<file path="config.mk">
export PLATFORM = sky130hd
export DESIGN_NAME = sqrt_iter
export DESIGN_NICKNAME = d
export VERILOG_FILES = /design/src/rtl/sqrt_iter.sv
export SDC_FILE = /design/constraint.sdc
export NUM_CORES = 1
export LEC_CHECK = 0
export CELL_PAD_IN_SITES_DETAIL_PLACEMENT = 1
export CELL_PAD_IN_SITES_GLOBAL_PLACEMENT = 1
export CORE_MARGIN = 5
export CORE_UTILIZATION = 39
export DETAILED_ROUTE_END_ITERATION = 6
export GPL_TIMING_DRIVEN = 0
export HOLD_SLACK_MARGIN = 0.03
export PLACE_DENSITY_LB_ADDON = 0.1
export SKIP_LAST_GASP = 1
export SLEW_MARGIN = 20
export SYNTH_ARGS = -nofsm -noshare
export SYNTH_HDL_FRONTEND = slang
export SYNTH_SLANG_ARGS = --single-unit
export TNS_END_PERCENT = 30
</file>
<file path="constraint.sdc">
create_clock -name clk -period 3.9 [get_ports clk]
set_input_delay 0.78 -clock clk [delete_from_list [all_inputs] [get_ports clk]]
set_output_delay 0.78 -clock clk [all_outputs]
set_load 0.05 [all_outputs]
</file>
<file path="src/rtl/sqrt_iter.sv">
// Multi-cycle restoring integer square root, one root bit per clock.
// Returns floor or round-to-nearest root plus the floor remainder.
module sqrt_iter #(
  parameter int WIDTH = 16,
  parameter int RW    = WIDTH / 2
) (
  input  logic             clk,
  input  logic             reset,
  input  logic             start,
  input  logic [WIDTH-1:0] data_in,
  input  logic             round_en,
  output logic             busy,
  output logic             done,
  output logic [RW-1:0]    root,
  output logic [RW:0]      remainder
);

  if ((WIDTH % 2) != 0 || WIDTH < 4 || RW != WIDTH / 2) begin : g_bad_width
    $error("sqrt_iter: WIDTH must be even and >= 4, RW must be WIDTH/2");
  end

  localparam int CW = $clog2(RW) + 1;

  typedef enum logic [1:0] {
    IDLE,
    CALC,
    DONE
  } state_t;

  state_t            state;
  state_t            state_nxt;
  logic [WIDTH-1:0]  opnd;
  logic [RW-1:0]     proot;
  logic [RW-1:0]     prem;
  logic [CW-1:0]     cnt;
  logic              rnd;

  logic              load;
  logic              last;
  logic              fit;
  logic [RW+1:0]     shifted;
  logic [RW+1:0]     trial;
  logic [RW+1:0]     rem_nxt;
  logic [RW-1:0]     root_nxt;
  logic [RW-1:0]     root_fin;

  assign load = start && (state != CALC);
  assign last = (state == CALC) && (cnt == CW'(RW - 1));
  assign busy = (state == CALC);
  assign done = (state == DONE);

  // Partial remainder stays below 2^RW until the last step, so RW bits suffice.
  always_comb begin
    shifted  = {prem, opnd[WIDTH-1 -: 2]};
    trial    = {proot, 2'b01};
    fit      = (shifted >= trial);
    rem_nxt  = fit ? (shifted - trial) : shifted;
    root_nxt = {proot[RW-2:0], fit};
    root_fin = root_nxt;
    if (rnd && (rem_nxt > {2'b00, root_nxt}) && !(&root_nxt))
      root_fin = root_nxt + RW'(1);
  end

  always_ff @(posedge clk or posedge reset) begin
    if (reset) state <= IDLE;
    else       state <= state_nxt;
  end

  always_comb begin
    state_nxt = state;
    unique case (state)
      IDLE:    if (start) state_nxt = CALC;
      CALC:    if (last)  state_nxt = DONE;
      DONE:    state_nxt = start ? CALC : IDLE;
      default: state_nxt = IDLE;
    endcase
  end

  always_ff @(posedge clk or posedge reset) begin
    if (reset) begin
      opnd      <= '0;
      proot     <= '0;
      prem      <= '0;
      cnt       <= '0;
      rnd       <= 1'b0;
      root      <= '0;
      remainder <= '0;
    end else if (load) begin
      opnd  <= data_in;
      rnd   <= round_en;
      proot <= '0;
      prem  <= '0;
      cnt   <= '0;
    end else if (state == CALC) begin
      opnd  <= {opnd[WIDTH-3:0], 2'b00};
      proot <= root_nxt;
      prem  <= rem_nxt[RW-1:0];
      cnt   <= cnt + CW'(1);
      if (last) begin
        root      <= root_fin;
        remainder <= rem_nxt[RW:0];
      end
    end
  end

endmodule

</file>
## Word-level counts from Yosys, hierarchy flattened

Index checks and enable logic that the tools add are counted.

| cells by class | value |
|---|---|
| add/subtract/negate cells | 3 |
| reduce and logical (&&, ||, !) cells | 10 |
| bitwise gates (word level) | 1 |
| order comparisons | 2 |
| equality and inequality tests | 6 |
| mux-type cells | 14 |

Operators with widths:

| cell | number |
|---|---|
| $mux 8 | 5 |
| $mux 16 | 2 |
| $ge 10x10->1 | 1 |
| $gt 10x8->1 | 1 |
| $mux 10 | 1 |
| $sub 10x10->10 | 1 |
| $add 8x1->8 const B | 1 |
| $mux 4 | 2 |
| $reduce_and 8->1 | 1 |
| $pmux 2 s3 | 1 |
| $add 4x1->4 const B | 1 |
| $eq 4x3->1 const B | 1 |
| $logic_and 1x1->1 | 4 |
| $mux 2 | 2 |
| $ne 2x1->1 const B | 2 |
| $reduce_and 3->1 | 1 |
| $eq 2x1->1 const B | 1 |
| $eq 2x2->1 const B | 1 |
| $logic_not 2->1 | 1 |
| $ne 2x2->1 const B | 1 |
| $reduce_and 2->1 | 1 |
| $reduce_bool 2->1 | 1 |
| $logic_not 1->1 | 1 |
| $mux 1 | 1 |
| $not 1->1 | 1 |

| word-level totals | value |
|---|---|
| output and inout bits | 19 |
| bits of input ports | 20 |
| register bits after elaboration | 56 |

## Logic depth before layout (Yosys ltp)

Gate-level depths: netlist of run 1.

| logic depth | value |
|---|---|
| depth in word-level cells | 6 |
| depth in mapped cells | 21 |
| mapped depth without buffers | 19 |

## Least setup slack after synthesis of run 1

Ideal clock, no wire load.

| path | value |
|---|---|
| path kind | reg-to-reg |
| start | register proot[0] |
| end | register root[1] |
| arrival | 3729 ps |
| library setup time | 126 ps |
| setup slack | 46 ps |
| cell stages (with the launch flop) | 20 |
| data required time | 3774 ps |
| buffers on the path | 1 |
| cell sequence | dfrtp_1 inv_1 ha_1 nand2b_1 a21oi_1 o31ai_1 and2_4 inv_2 buf_2 o21ai_0 inv_1 ha_1 a211oi_1 nor2_1 or4_1 a21oi_1 a211oi_4 o21ai_2 mux2i_1 a21oi_1 |

| between the ends | value |
|---|---|
| cells in the longest elaborated chain, start to end | 6 |
| elaborated cells on any way between the ends | 10 |
| those cells by class | add/sub (2); order compare (2); mux (2); reduce/logical (4) |

Ends and longest elaborated chain:

| what | line | source |
|---|---|---|
| start: declaration | 33 | `logic [RW-1:0] proot;` |
| start signal: assignment | 96 | `proot <= root_nxt;` |
| $sub 10x10->10 / $ge 10x10->1 (equally long branches) | 57, 56 |  |
| $mux 10 * | 57 | `rem_nxt = fit ? (shifted - trial) : shifted;` |
| via rem_nxt[3] | 43 | `logic [RW+1:0] rem_nxt;` |
| $gt 10x8->1 * | 60 | `if (rnd && (rem_nxt > {2'b00, root_nxt}) && !(&root_nxt))` |
| $logic_and 1x1->1 * (2 in a row) | 60 |  |
| $mux 8 * | 60 |  |
| end signal: assignment | 100 | `root <= root_fin;` |
| end: declaration | 14 | `output logic [RW-1:0] root,` |

Mark *: on every way through the listed nets, which the timed path passes. The rest lies on a longest branch.
A chain may end at the register's enable or synchronous reset.

## Final worst setup path of run 1

| path | value |
|---|---|
| start | register opnd[15] |
| end | register root[2] |

| between the ends | value |
|---|---|
| cells in the longest elaborated chain, start to end | 6 |
| elaborated cells on any way between the ends | 10 |
| those cells by class | add/sub (2); order compare (2); mux (2); reduce/logical (4) |

Ends and longest elaborated chain:

| what | line | source |
|---|---|---|
| start: declaration | 32 | `logic [WIDTH-1:0] opnd;` |
| start signal: assignment | 89 | `opnd <= data_in;` |
| start signal: assignment | 95 | `opnd <= {opnd[WIDTH-3:0], 2'b00};` |
| $sub 10x10->10 / $ge 10x10->1 (equally long branches) | 57, 56 |  |
| $mux 10 * | 57 |  |
| via rem_nxt[1] | 43 |  |
| $gt 10x8->1 * | 60 |  |
| $logic_and 1x1->1 * (2 in a row) | 60 |  |
| $mux 8 * | 60 |  |

Marked as above.

==> run_results.csv, run 1 <==
group,metric,value,unit
status,status,"finished with violations",
status,violations,"setup timing",
setup_path,worst-path-max-fanout,7,
setup_path,reg2reg_from,"opnd[15]",
route,drt_pass1_iterations,4,
placement,hpwlAfterDp,6840,um
setup_path,worst-path-buf-inv,6,
clock_tree,cts_max_level,2,
logic_synthesis,ys_ff_latch,56,
sta,hold_viol,0,
clock_tree,cts_hold_buf,0,
hold_path,holdCritStartpoint,"remainder[0]",
floorplanning,rows,33,
sta,fmax,0.252,GHz
logic_synthesis,async_flop_share,100,%
flow_run,drv_cap,0,
setup_path,critical_path_required,4.10,ns
setup_path,cp.arrival,4.18,ns
hold_path,min_path_type,"reg2reg",
cells_and_area,insertedDiodeCount,0,
cells_and_area,synthToLayoutAreaGrowth,36.2,%
sta,drv_slew,0,
placement,pre_cts_slack,-0.850,ns
clock_tree,clkSinkCount,56,
sta,rsz0062_at_grt,"yes",
placement,dpl_cell_area,3790,um^2
route,wl,10400,um
logic_synthesis,syn_area_per_cell,9.01,um^2
setup_path,cp-start-kind,"flip-flop",
route,via_count,2972,
logic_synthesis,syn_area,3270,um^2
floorplanning,die_y,102,um
sta,finalCriticalPeriod,3.97,ns
global_routing,grt_max_degree,36,
setup_path,cp_slowest_cell,"or4_4",
global_routing,antenna_found_initial,0,
clock_tree,clk_latency,0.33,ns
global_routing,gr-usage-all-layers,20.2,%
sta,worst_slack,-0.0718,ns
floorplanning,die-area,10300,um^2
sta,finalClockSkew,0.0145,ns
setup_path,cp-end-kind,"flip-flop",
cells_and_area,layout-drive-gt1-share,22.3,%
logic_synthesis,synth_cell_types,46,
logic_synthesis,syn_inst,363,
logic_synthesis,syn-num-nets,403,
sta,whs,0.482,ns
global_routing,grt.overflow.total,0,
logic_synthesis,synth_edf_count,0,
floorplanning,start_util,40.0,%
logic_synthesis,ys_seq_area_share,42.9,%
cells_and_area,fin_area,4450,um^2
sta,slew_headroom,52.0,%
floorplanning,die_w,102,um
clock_tree,clockRootBuffer,"clkbuf_8",
floorplanning,coreArea,8180,um^2
cells_and_area,finish.utilization,54.5,%
setup_path,path_cells,"inv_1, ha_1, nand2b_4, a21oi_4, o31ai_4, and2_4, inv_8, clkbuf_16, o21ai_4, inv_1, ha_1, nand2b_1, a21oi_1, or4_4, a21oi_4, a211oi_4, buf_4, buf_4, o21ai_2, xnor2_1, o21ai_1",
clock_tree,clockBufferDepth,2,
global_routing,grt_pass1_wl,16300,um
clock_tree,cts_tree,"yes",
setup_path,crit_type,"reg2reg",
cells_and_area,fin_nets,482,
route,viasPerCell,5.42,
setup_path,setup.reg_to_reg.worst_slack,-0.07,ns
clock_tree,cts-buffers-inserted,5,
sta,max_slew.worst_pin.slew,0.719,ns
sta,finalSetupViolations,6,
route,antenna_left,0,
floorplanning,pin_count,39,
route,drc,0,
clock_tree,clk_pin_slew,0.12,ns
global_routing,grt_pass1_vias,3089,
route,drt_iter0_markers,135,
setup_path,startpoint,"opnd[15]",
placement,portBuffers,37,
setup_path,slowest_delay,0.50,ns
route,routedWlPerCell,18.9,um
sta,fin_crit_sh,102,%
logic_synthesis,yosys_warnings,0,
logic_synthesis,synth_flop_cell,"dfrtp_1",
setup_path,crit_family,"compound AO/OA/AOI/OAI gates",
placement,place.gp.congestion,0.804,
-- what timing repair did --
item / CTS / global route
setup endpoints to repair: 8 / 9
setup buffers: 8 / 26
resized for setup: 47 / 20
pin swaps: 7 / 19
gates cloned: 0 / 1
-- metrics by stage --
step	setup TNS, ns	cells
floorplan	0	363
global placement	-5.33	505
detailed placement	-5.90	506
CTS	0	522
global route	-1.72	548
finish	-0.230	548
-- layer usage --
metal  wire length [um]  GRT usage [%]
met1               4550           27.0
met2               5190           33.8
met3                387           2.34
met5                  0              0
met4                257           7.16
-- kinds of logic (layout without fill, tap and decap cells) --
group / count (synthesis) / count (layout) / share of synthesized area, %
compound gates: 104 / 104 / 20.7
xor+xnor: 11 / 11 / 2.95
fa+ha+maj: 20 / 20 / 7.65
buf+inv: 39 / 119 / 5.01
flops: 56 / 56 / 42.9
mux: 18 / 18 / 5.55
simple gates: 115 / 115 / 15.3
-- layout by cell type (no fill, tap or decap), types with 8 or more instances in the layout --
cell type / synthesis / final
buf_4: 0 / 32
ha_1: 20 / 12
mux2i_1: 17 / 17
clkbuf_1: 13 / 14
nor2_1: 20 / 18
clkdlybuf4s50_1: 0 / 37
nand2_1: 63 / 61
dfrtp_1: 56 / 52
a21oi_1: 12 / 9
o21ai_0: 44 / 39
nand3_1: 12 / 12
o31ai_1: 9 / 8
inv_1: 19 / 10
-- registers in the layout (all words and copies together) (netlist names) --
name	count
opnd	16
state	2
root	8
cnt	4
proot	8
prem	8
remainder	9
rnd	1
-- synth_stat cells, types with 2 or more instances --
master / number / area share, %
nand2_1: 63 / 7.2
dfrtp_1: 56 / 43
o21ai_0: 44 / 6.7
ha_1: 20 / 7.7
nor2_1: 20 / 2.3
inv_1: 19 / 2.2
mux2i_1: 17 / 5.2
clkbuf_1: 13 / 1.5
a21oi_1: 12 / 1.8
nand3_1: 12 / 1.8
o31ai_1: 9 / 2.1
o21ai_1: 8 / 1.2
xnor2_1: 8 / 2.1
and3_1: 5 / 0.96
o21a_1: 5 / 1.1
nand2b_1: 4 / 0.77
o211ai_1: 4 / 0.92
a21o_1: 3 / 0.69
a31oi_1: 3 / 0.57
nand4_1: 3 / 0.57
o211ai_2: 3 / 1.1
xor2_1: 3 / 0.80
a211o_1: 2 / 0.54
buf_2: 2 / 0.31
buf_6: 2 / 0.69
nor3_1: 2 / 0.31
o21ai_2: 2 / 0.54
-- worst paths after layout --
path,endpoint,cells past startpoint
max in group asynchronous,proot[0],3
setup reg to reg,root[2],21
hold reg to reg,remainder[0],2
hold / removal,remainder[0],2
min in group asynchronous,remainder[8],2
setup / recovery,root[2],21
-- worst reg2reg max path: cells and delay by family, from the launching register on --
family                   cells  cell delay, ns
AO/OA/AOI/OAI                8            1.02
AND/OR/NAND/NOR              4            1.01
buffers and inverters        6            0.67
adder cells (fa/ha/maj)      2            0.54
flip-flops                   1            0.47
XOR/XNOR                     1            0.13
-- area by class of cell --
class,instances,area (um^2)
fill,947,3720
multi-input combinational,268,1930
sequential,56,1410
timing repair buffer,72,667
tap,105,131
buffer,18,110
inverter,21,91.3
clock buffer,6,72.6
clock inverter,2,38.8
Power of run 1 is not shown: default switching activity piles up to over one toggle a cycle in this logic, so the estimate is an artifact.
==> run 2: changes to the inputs <==
- CORE_MARGIN: 5 -> 8
==> run 2 against run 1 <==
  * The flow still finishes with violations (setup timing)
  * Critical path type unchanged
  * Die area increased by 12%
  * Sequential share of layout area about the same
  * First-iteration DRC count is 25% higher
  * Sequential cell count did not move
  * Cell count grew 0.18%
  * Routed wire length down 0.58%
  * Setup slack improved by 0.065 ns
  * Fmax increased by 1.7%
  * Register-to-register slack improved by 0.07 ns
  * Non-clock buffer count up 1
  * Largest cell class unchanged
==> run_results.csv, run 2 (synthesized netlist as in run 1, its figures left out) <==
group,metric,value,unit
status,status,"finished with violations",
status,violations,"setup timing",
global_routing,grt.overflow.total,0,
setup_path,cp.arrival,4.11,ns
sta,finalClockSkew,0.0140,ns
clock_tree,clk_latency,0.32,ns
clock_tree,clockRootBuffer,"clkbuf_8",
cells_and_area,multi_input_area,1940,um^2
clock_tree,cts_tree,"yes",
sta,drv_slew,0,
route,drt_iter0_markers,169,
floorplanning,die_y,108,um
global_routing,grt_max_degree,36,
floorplanning,rows,33,
route,antenna_left,0,
sta,finalSetupViolations,1,
floorplanning,die-area,11600,um^2
hold_path,min_path_type,"reg2reg",
route,routedWlPerCell,18.8,um
flow_run,drv_cap,0,
placement,portBuffers,37,
cells_and_area,largest-register,"opnd",
cells_and_area,reg_top3,"opnd x16, remainder x9",
cells_and_area,finish.utilization,54.3,%
sta,worst_slack,-0.00679,ns
sta,fin_crit_sh,100,%
route,drt_pass1_iterations,4,
sta,hold_viol,0,
route,wl,10300,um
route,viasPerCell,5.49,
floorplanning,start_util,40.0,%
sta,tns,-0.00679,ns
placement,hpwlAfterDp,6870,um
sta,finalCriticalPeriod,3.91,ns
placement,dpl_cell_area,3790,um^2
clock_tree,clockBufferDepth,2,
route,via_count,3015,
sta,rsz0062_at_grt,"yes",
floorplanning,coreArea,8180,um^2
cells_and_area,fin_nets,483,
cells_and_area,final_cell_mix,"nand2_1 (62), dfrtp_1 (53), o21ai_0 (38), clkdlybuf4s50_1 (37), buf_4 (34)",
cells_and_area,fin_area,4440,um^2
global_routing,antenna_found_initial,0,
sta,max_slew.worst_pin.slew,0.725,ns
clock_tree,clkSinkCount,56,
clock_tree,clk_pin_slew,0.11,ns
placement,place.gp.congestion,0.808,
cells_and_area,layout-drive-gt1-share,23.0,%
setup_path,cp-end-kind,"flip-flop",
sta,slew_headroom,51.7,%
floorplanning,pin_count,39,
global_routing,grt_pass1_vias,3088,
setup_path,cp-start-kind,"flip-flop",
cells_and_area,fill_cells,944,
floorplanning,die_w,108,um
cells_and_area,seqCellArea,1410,um^2
global_routing,grt_pass1_wl,15900,um
route,drc,0,
setup_path,worst-path-max-fanout,7,
clock_tree,cts_max_level,2,
setup_path,critical_path_required,4.10,ns
cells_and_area,insertedDiodeCount,0,
global_routing,gr-usage-all-layers,17.2,%
cells_and_area,synthToLayoutAreaGrowth,35.9,%
cells_and_area,largest_register_ffs,16,
cells_and_area,final_common_cell,"nand2_1",
setup_path,crit_type,"reg2reg",
sta,fmax,0.256,GHz
clock_tree,cts-buffers-inserted,5,
==> run 2: cell count changes in the layout (fill, tap and decap cells not counted), sizes merged <==
cell and delta:
bufinv -1, clkinv +1, clkinvlp +1, buf +1, clkbuf -1
==> run 2: worst max-delay path: stages (launching register included) <==
cell      delay, ns
dfrtp_1        0.49
ha_4           0.21
nor2_2         0.19
a21oi_4        0.12
o31ai_4        0.32
and2_4         0.26
inv_8          0.05
buf_12         0.13
o21ai_4        0.17
inv_2          0.06
ha_4           0.22
a211oi_2       0.21
nor2_1         0.08
or4_4          0.50
a21oi_4        0.17
a211oi_4       0.09
o21ai_2        0.21
mux2i_1        0.22
a21oi_1        0.08
==> run 2: worst paths after layout <==
| path | start | to | slack [ns] | cells after the start |
|---|---|---|---|---|
| max | prem[0] | root[1] | -0.007 | 18 |
| min | remainder[0] | remainder[0] | 0.48 | 2 |
| max reg2reg | prem[0] | root[1] | -0.007 | 18 |
| min reg2reg | remainder[0] | remainder[0] | 0.48 | 2 |
| max in group asynchronous | reset | proot[0] | 2.63 | 3 |
| min in group asynchronous | reset | remainder[8] | 0.77 | 2 |
==> run 2: timing repair <==
action / 4_1_cts / 5_1_grt
setup endpoints to repair: 8 / 9
gates cloned: 0 / 1
buffers inserted: 12 / 22
hold buffers: 0 / 0
gates resized for setup: 41 / 26
pin swaps: 6 / 20
endpoints found under the hold margin: 0 / 0
==> run 2: cell type report <==
cell class / count / area share, %
buffer: 18 / 2.48
timing repair buffer: 73 / 15.1
sequential: 56 / 31.6
clock buffer: 5 / 1.55
inverter: 21 / 2.06
multi-input combinational: 268 / 43.8
clock inverter: 3 / 0.479
tap: 105 / 2.96
==> run 2: through the flow <==
stage / hold slack (ns) / worst slack, ns / instances
detailed placement: 0.464 / -0.830 / 506
finish: 0.484 / -0.00679 / 549
global placement: 0.459 / -0.764 / 505
CTS: 0.490 / 0.000262 / 526
floorplan: 0.449 / 0.0459 / 363
global route: 0.507 / -0.189 / 549
==> run 2: metal layers <==
| layer | track usage [%] | vias to the layer above | wire length [um] |
|---|---|---|---|
| met1 | 21.8 | 1485 | 4470 |
| met5 | 0 | - | 0 |
| li1 | - | 1425 | - |
| met2 | 29.1 | 81 | 5010 |
| met4 | 5.35 | 0 | 310 |
| met3 | 2.93 | 24 | 533 |
Power of run 2 is left out for the same reason.
==> run 3: changes to the inputs <==
- CORE_ASPECT_RATIO: unset -> 1.75
- GPL_TIMING_DRIVEN: 0 -> unset
- SLEW_MARGIN: 20 -> unset
==> run 3 against run 2 <==
  * The run now ends clean
  * Worst hold slack got worse by 0.0022 ns
  * Count of clock-buffer cells in the layout unchanged
  * Non-clock buffer count unchanged
  * Clock skew decreased by 0.011 ns
  * Critical path type unchanged
  * Critical endpoint unchanged
  * Largest cell class unchanged
==> run_results.csv, run 3 (synthesized netlist as in run 1, its figures left out) <==
group,metric,value,unit
status,status,"completed",
sta,fin_crit_sh,96.7,%
setup_path,cp.arrival,3.95,ns
setup_path,crit_family,"compound AO/OA/AOI/OAI gates",
cells_and_area,multi_input_area,1860,um^2
route,drc,0,
setup_path,worst-path-buf-inv,3,
placement,pre_cts_slack,-0.169,ns
floorplanning,die_w,85.2,um
global_routing,antenna_found_initial,0,
clock_tree,clockBufferDepth,2,
floorplanning,coreArea,8200,um^2
floorplanning,rows,44,
placement,dpl_cell_area,3950,um^2
floorplanning,pin_count,39,
clock_tree,cts_tree,"yes",
cells_and_area,fin_nets,483,
route,drt_pass1_iterations,4,
floorplanning,die_y,137,um
cells_and_area,finish.utilization,53.6,%
placement,hpwlAfterDp,7290,um
clock_tree,cts_max_level,2,
route,drt_iter0_markers,64,
global_routing,busiest_layer,"met2",
global_routing,grt_use_met3,2.59,%
route,antenna_left,0,
route,via_count,2953,
placement,portBuffers,38,
sta,finalSetupViolations,0,
cells_and_area,largest-register,"opnd",
sta,hold_viol,0,
sta,drv_slew,0,
global_routing,grt_max_degree,57,
clock_tree,cts_hold_buf,0,
clock_tree,clk_latency,0.29,ns
clock_tree,clkSinkCount,56,
sta,whs,0.482,ns
cells_and_area,seqCellArea,1400,um^2
global_routing,gr-usage-all-layers,17.5,%
floorplanning,start_util,39.9,%
cells_and_area,fin_area,4400,um^2
placement,place.gp.congestion,0.920,
sta,fmax,0.265,GHz
setup_path,worst-path-max-fanout,11,
cells_and_area,final_cell_mix,"nand2_1 (63), dfrtp_1 (55), buf_4 (53), o21ai_0 (39), clkdlybuf4s50_1 (37)",
cells_and_area,fill_cells,943,
cells_and_area,layout-drive-gt1-share,22.4,%
clock_tree,clockRootBuffer,"clkbuf_16",
global_routing,grt.overflow.total,0,
sta,max_slew.worst_pin.slew,0.746,ns
setup_path,cp_slowest_cell,"or4_1",
cells_and_area,final_common_cell,"nand2_1",
setup_path,critical_path_required,4.08,ns
cells_and_area,synthToLayoutAreaGrowth,34.5,%
global_routing,met1_usage,17.2,%
route,routedWlPerCell,18.8,um
setup_path,cp-end-kind,"flip-flop",
hold_path,min_path_type,"reg2reg",
setup_path,crit_type,"reg2reg",
cells_and_area,largest_register_ffs,16,
clock_tree,clk_pin_slew,0.07,ns
sta,finalClockSkew,0.00288,ns
setup_path,cp-start-kind,"flip-flop",
route,viasPerCell,5.53,
clock_tree,cts-buffers-inserted,5,
flow_run,drv_cap,0,
cells_and_area,reg_top3,"opnd x16, remainder x9",
global_routing,grt_pass1_vias,3173,
sta,finalCriticalPeriod,3.77,ns
cells_and_area,insertedDiodeCount,0,
floorplanning,die-area,11700,um^2
global_routing,grtUsageMet2,34.4,%
global_routing,grt_pass1_wl,16000,um
setup_path,slowest_delay,0.55,ns
route,wl,10000,um
sta,worst_slack,0.130,ns
setup_path,path_cells,"inv_1, ha_1, nand2b_1, a21oi_2, o31ai_2, and2_4, buf_12, o31a_1, inv_2, ha_4, nand4_1, a21oi_1, or4_1, a21oi_2, a211oi_4, o21ai_2, mux2i_1, a21oi_1",
sta,slew_headroom,50.3,%
## run 3: repair_timing
| item | 4_1_cts | 5_1_grt |
|---|---|---|
| gates resized for setup | 6 | 31 |
| pin swaps | 2 | 17 |
| setup buffers | 1 | 16 |
| setup endpoints to repair | 8 | 8 |
## run 3: layout make-up
cell class / instances / share of cell area [%]
clock buffer: 5 / 2.84
sequential: 56 / 31.9
tap: 92 / 2.62
timing repair buffer: 91 / 17.9
clock inverter: 1 / 0.683
multi-input combinational: 268 / 42.2
inverter: 21 / 1.85
## run 3: stage by stage
step,setup TNS [ns],std cells
2_1_floorplan,0,363
3_3_place_gp,-0.0728,511
3_5_place_dp,-0.627,511
4_1_cts,0,518
5_1_grt,-0.227,534
6_report,0,534
## run 3: final timing paths
check / from / endpoint / slack, ns / depth (start not counted)
max in group asynchronous: reset / prem[3] / 2.37 / 3
max: opnd[15] / root[1] / 0.13 / 18
min reg2reg: remainder[8] / remainder[8] / 0.48 / 2
max reg2reg: opnd[15] / root[1] / 0.13 / 18
min in group asynchronous: reset / opnd[2] / 1.01 / 3
min: remainder[8] / remainder[8] / 0.48 / 2
## run 3: metal layers
layer | vias up | share of wire (%)
met5 | - | 0
met2 | 63 | 56
li1 | 1415 | -
met1 | 1451 | 37
met3 | 24 | 2.7
met4 | 0 | 4.3
## run 3: worst min-delay path: stages (launching register included)
cell and delay, ns:
dfrtp_1 0.35, nand2_1 0.05, o21ai_0 0.06
Power of run 3 is left out for the same reason.
